File: src/rtl/if_id_fetch_stage.sv
//============================================================================
// Module      : if_id_fetch_stage
// Description : Instruction fetch stage with IF/ID pipeline register and a
//               one-entry skid buffer for words acked while decode stalls.
//               Optional macro FETCH_PERF_CNT_EN adds a stall-cycle counter.
// Revision    : 1.0 - initial release
//============================================================================
`default_nettype none

module if_id_fetch_stage #(
   parameter int          XLEN     = 32,
   parameter logic [31:0] RESET_PC = 32'h0,
   parameter int          PC_STEP  = 4
) (
   input  logic            clk,
   input  logic            rst,
   output logic            imem_req,
   output logic [XLEN-1:0] imem_addr,
   input  logic            imem_ack,
   input  logic [XLEN-1:0] imem_rdata,
   input  logic            stall,
   input  logic            flush,
   input  logic [XLEN-1:0] branch_target,
   output logic            ifid_valid,
   output logic [XLEN-1:0] ifid_instr,
   output logic [XLEN-1:0] ifid_pc_plus4,
`ifdef FETCH_PERF_CNT_EN
   output logic [31:0]     perf_stall_cycles,
`endif
   output logic            fetch_busy
);

   localparam logic [1:0] c_ST_BOOT  = 2'd0;
   localparam logic [1:0] c_ST_FETCH = 2'd1;
   localparam logic [1:0] c_ST_HOLD  = 2'd2;

   localparam logic [XLEN-1:0] c_RESET_PC = RESET_PC[XLEN-1:0];
   localparam logic [XLEN-1:0] c_PC_STEP  = XLEN'(PC_STEP);

   logic [1:0]      r_state;
   logic [1:0]      w_state_nxt;
   logic [XLEN-1:0] r_pc;
   logic            r_ifid_valid;
   logic [XLEN-1:0] r_ifid_instr;
   logic [XLEN-1:0] r_ifid_pc_plus4;
   logic [XLEN-1:0] r_skid_instr;
   logic [XLEN-1:0] r_skid_pc_plus4;
   logic [XLEN-1:0] w_pc_next_seq;
   logic            w_accept;

   assign w_pc_next_seq = r_pc + c_PC_STEP;
   // An empty IF/ID register can always be filled, even under stall.
   assign w_accept      = ~r_ifid_valid | ~stall;

   always_ff @(posedge clk or posedge rst) begin
      if (rst) begin
         r_state <= c_ST_BOOT;
      end else begin
         r_state <= w_state_nxt;
      end
   end

   always_comb begin
      w_state_nxt = r_state;
      if (flush) begin
         w_state_nxt = c_ST_FETCH;
      end else begin
         case (r_state)
            c_ST_BOOT:  w_state_nxt = c_ST_FETCH;
            c_ST_FETCH: if (imem_ack && !w_accept) w_state_nxt = c_ST_HOLD;
            c_ST_HOLD:  if (!stall) w_state_nxt = c_ST_FETCH;
            default:    w_state_nxt = c_ST_BOOT;
         endcase
      end
   end

   always_comb begin
      imem_req   = 1'b0;
      fetch_busy = 1'b0;
      case (r_state)
         c_ST_FETCH: begin
            imem_req   = 1'b1;
            fetch_busy = ~imem_ack;
         end
         c_ST_HOLD: fetch_busy = 1'b1;
         default: begin
            imem_req   = 1'b0;
            fetch_busy = 1'b0;
         end
      endcase
   end

   always_ff @(posedge clk or posedge rst) begin
      if (rst) begin
         r_pc            <= c_RESET_PC;
         r_ifid_valid    <= 1'b0;
         r_ifid_instr    <= '0;
         r_ifid_pc_plus4 <= '0;
         r_skid_instr    <= '0;
         r_skid_pc_plus4 <= '0;
      end else if (flush) begin
         // A word acked in the flush cycle belongs to the wrong path and is dropped.
         r_pc            <= branch_target;
         r_ifid_valid    <= 1'b0;
         r_skid_instr    <= '0;
         r_skid_pc_plus4 <= '0;
      end else begin
         case (r_state)
            c_ST_FETCH: begin
               if (imem_ack) begin
                  r_pc <= w_pc_next_seq;
                  if (w_accept) begin
                     r_ifid_valid    <= 1'b1;
                     r_ifid_instr    <= imem_rdata;
                     r_ifid_pc_plus4 <= w_pc_next_seq;
                  end else begin
                     r_skid_instr    <= imem_rdata;
                     r_skid_pc_plus4 <= w_pc_next_seq;
                  end
               end else if (!stall) begin
                  r_ifid_valid <= 1'b0;
               end
            end
            c_ST_HOLD: begin
               if (!stall) begin
                  r_ifid_valid    <= 1'b1;
                  r_ifid_instr    <= r_skid_instr;
                  r_ifid_pc_plus4 <= r_skid_pc_plus4;
                  r_skid_instr    <= '0;
                  r_skid_pc_plus4 <= '0;
               end
            end
            default: begin
               r_pc <= r_pc;
            end
         endcase
      end
   end

`ifdef FETCH_PERF_CNT_EN
   logic [31:0] r_perf_cnt;
   logic        w_perf_inc;

   assign w_perf_inc = (r_state == c_ST_HOLD) || ((r_state == c_ST_FETCH) && !imem_ack);

   always_ff @(posedge clk or posedge rst) begin
      if (rst) begin
         r_perf_cnt <= '0;
      end else if (w_perf_inc && (r_perf_cnt != 32'hFFFF_FFFF)) begin
         r_perf_cnt <= r_perf_cnt + 32'd1;
      end
   end

   assign perf_stall_cycles = r_perf_cnt;
`endif

   assign imem_addr     = r_pc;
   assign ifid_valid    = r_ifid_valid;
   assign ifid_instr    = r_ifid_instr;
   assign ifid_pc_plus4 = r_ifid_pc_plus4;

endmodule

`default_nettype wire

File: config.mk
export PLATFORM = sky130hd
export DESIGN_NAME = if_id_fetch_stage
export DESIGN_NICKNAME = d
export VERILOG_FILES = /design/src/rtl/if_id_fetch_stage.sv
export SDC_FILE = /design/constraint.sdc
export NUM_CORES = 1
export LEC_CHECK = 0
export ABC_AREA = 1
export BUFFER_PORTS_ARGS = -buffer_cell sky130_fd_sc_hd__buf_2
export CAP_MARGIN = 10
export CORE_MARGIN = 4
export CORE_UTILIZATION = 40
export DETAILED_ROUTE_END_ITERATION = 7
export PLACE_DENSITY = 0.6
export SLEW_MARGIN = 0
export SYNTH_ARGS = -nofsm -noshare
export SYNTH_HDL_FRONTEND = slang
export SYNTH_SLANG_ARGS = --single-unit
File: constraint.sdc
create_clock -name clk -period 10.9 [get_ports clk]
set_input_delay 2.18 -clock clk [delete_from_list [all_inputs] [get_ports clk]]
set_output_delay 2.18 -clock clk [all_outputs]
set_load 0.01 [all_outputs]
==> results.py <==
metrics = {
    "synth": {
        "synth-seq-area-share_pct": 53.7,
        "synthTopCellsByArea": "dfrtp_1, nand2_1, nor2_1",
        "synth_edf_count": 0,
        "synth_fp_nets": 1008,
        "yosysMostFrequentCell": "nand2_1",
        "synth_top_area_share_pct": 53.7,
        "synthFlopType": "dfrtp_1",
        "syn_avg_cell_area_um2": 8.14,
        "yosysTopAreaCell": "dfrtp_1",
        "synth-seq-cells": 163,
        "syn_area_mm2": 0.00760,
        "synth_cells": 934,
        "synth_cell_types": 28,
        "async_flop_share_pct": 100,
        "synth_common_cells": "nand2_1, dfrtp_1, nor2_1",
        "yosysWarnings": 0,
    },
    "sta": {
        "setup_viol": 0,
        "drv_slew": 0,
        "skew_ns": 0.00904,
        "hold_violations": 0,
        "tns_ns": 0,
        "fmax_mhz": 197,
        "setup_ws_ns": 5.83,
        "tightest_slew_ns": 0.921,
        "max-slew-margin-rel_pct": 38.6,
        "rsz0062_at_grt": "false",
        "finalCritPeriodShare_pct": 46.5,
        "period_minus_slack_ns": 5.07,
    },
    "pwr": {
        "p_sw_uw": 1070,
        "intPower_uw": 1570,
        "powerDensity_mw_per_mm2": 289,
        "power.leakage_uw": 0.00437,
        "p_sw_share_pct": 40.5,
        "ir_drop_mv": 0.114,
        "seqPwrFrac_pct": 39.4,
        "clock_power_share_pct": 23.1,
        "combPwrFrac_pct": 37.5,
    },
    "critical_path": {
        "crit_path_start_kind": "primary input",
        "worstPathArrival_ns": 2.89,
        "crit_fanout": 4,
        "crit_type": "in -> out",
        "cp-end-kind": "output port",
        "crit_required_ns": 8.72,
    },
    "flow_run": {
        "cap_violations": 0,
    },
    "placed_design": {
        "dp_hpwl_mm": 13.8,
        "dp_slack_ns": 5.78,
        "portBuffers": 167,
        "gp_congestion": 0.827,
    },
    "final_layout": {
        "fin_nets": 1152,
        "drive_above_1_share_pct": 20.6,
        "syn2layout_area_growth_pct": 20.0,
        "fillers": 1880,
        "antenna_cells": 0,
    },
    "drt": {
        "vias": 6783,
        "routed_wl_mm": 21.2,
        "ant_nets": 0,
        "routedWlPerCell_um": 16.0,
        "drtIter0Drc": 424,
        "drc": 0,
        "viasPerCell": 5.12,
        "drtPass1Iterations": 4,
    },
    "clock_network": {
        "cts-resized-gates": 0,
        "cts_made_buffers": 17,
        "clock_path_buffers": 2,
        "hold_buffers": 0,
        "clockRootBuffer": "clkbuf_16",
        "cts_tree": "yes",
        "clkTransAtPathRegs_ns": 0.06,
        "clkLatencyLatePin_ns": 0.42,
        "cts_setup_buffers": 0,
        "cts.sinks": 163,
        "h-tree-depth": 4,
    },
    "global_route": {
        "grt_pass1_wl_mm": 35.2,
        "antenna_found_initial": 0,
        "grt_pass1_vias": 6656,
        "grt_overflow": 0,
        "grt_max_degree": 92,
        "track_usage_pct": 20.4,
    },
    "run_status": {
        "status": "finished, final reports clean",
    },
    "floorplan": {
        "rows": 50,
        "io_pins": 168,
        "fp.dieArea_mm2": 0.0213,
        "core-area_mm2": 0.0187,
        "initial_core_util_pct": 40.6,
        "dieWidth_um": 146,
        "die_h_um": 146,
    },
    "worst_hold_path": {
        "holdCritPathClass": "reg -> reg",
    },
}
[sequential cells by signal, indices dropped and copies added (netlist names)]
name,cells
r_state,2
ifid_valid,1
ifid_instr,32
ifid_pc_plus4,32
imem_addr,32
r_skid_instr,32
r_skid_pc_plus4,32
[stage by stage]
stage	power [µW]	util, %	cell area, µm²	std cells	hold slack (ns)
4_1_cts	2670	48.8	9120	1325	0.490
2_1_floorplan	1710	-	7600	934	0.452
3_3_place_gp	2030	45.6	8520	1293	0.465
6_report	2640	48.8	9120	1325	0.486
3_5_place_dp	2050	45.6	8520	1293	0.474
5_1_grt	2850	48.8	9120	1325	0.506
[worst max-delay path: stages]
cell and delay (ns):
buf_2 0.12, inv_1 0.09, nand2_1 0.06, a21boi_0 0.25, buf_2 0.19
[area by class of cell]
class | instances | area [µm²] | share of cell area [%]
clock inverters | 11 | 128 | 1.40
clock buffers | 21 | 470 | 5.16
repair buffers | 174 | 888 | 9.74
flip-flops and latches | 163 | 4080 | 44.7
well taps | 234 | 293 | 3.21
multi-input cells | 683 | 3110 | 34.1
inverters | 39 | 153 | 1.67
[worst paths after layout]
check,end,slack (ns),cells after the start,from
max,fetch_busy,5.83,5,imem_ack
min,r_skid_pc_plus4[1],0.49,2,r_skid_pc_plus4[1]
max reg2reg,ifid_instr[8],7.26,11,r_state[0]
min reg2reg,r_skid_pc_plus4[1],0.49,2,r_skid_pc_plus4[1]
max in group asynchronous,ifid_pc_plus4[17],7.55,3,rst
min in group asynchronous,ifid_instr[26],1.91,2,rst
[layout by cell type, fill, tap and decap left out, types with 4 or more instances in the layout]
cell type,count
ha_1,4
o21ai_0,53
nand2_2,4
xnor2_1,4
inv_1,33
nor2_4,4
a31oi_1,38
nand2_1,336
o21ai_1,17
a21oi_1,54
o211ai_1,14
nor2_2,5
nor2_1,95
dfrtp_1,163
buf_4,7
buf_2,167
clkbuf_16,17
xor2_1,10
nand3_1,37
[kinds of logic (layout without fill, tap and decap cells)]
kind of cell / Yosys count / after routing / share of synthesized area, %
compound gates: 180 / 180 / 13.1
xor+xnor: 14 / 14 / 1.61
buf+inv: 88 / 245 / 5.48
simple gates: 484 / 484 / 25.3
flops: 163 / 163 / 53.7
fa+ha+maj: 5 / 5 / 0.823
[routing by layer]
metal	wire, µm	vias to the layer above	GRT usage [%]
met4	246	0	5.56
met1	9940	3240	29.5
met2	9760	210	31.4
met5	0	-	0
li1	-	3315	-
met3	1250	18	4.05
[power by group through the flow]
stage / clock (µW) / sequential, µW / combinational (µW)
5_1_grt: 644 / 1070 / 1130
3_3_place_gp: 0 / 1040 / 986
2_1_floorplan: 0 / 1090 / 620
4_1_cts: 622 / 1040 / 1010
3_5_place_dp: 0 / 1050 / 1010
6_report: 608 / 1040 / 988
No activity file was read; power rests on OpenSTA's default activity.
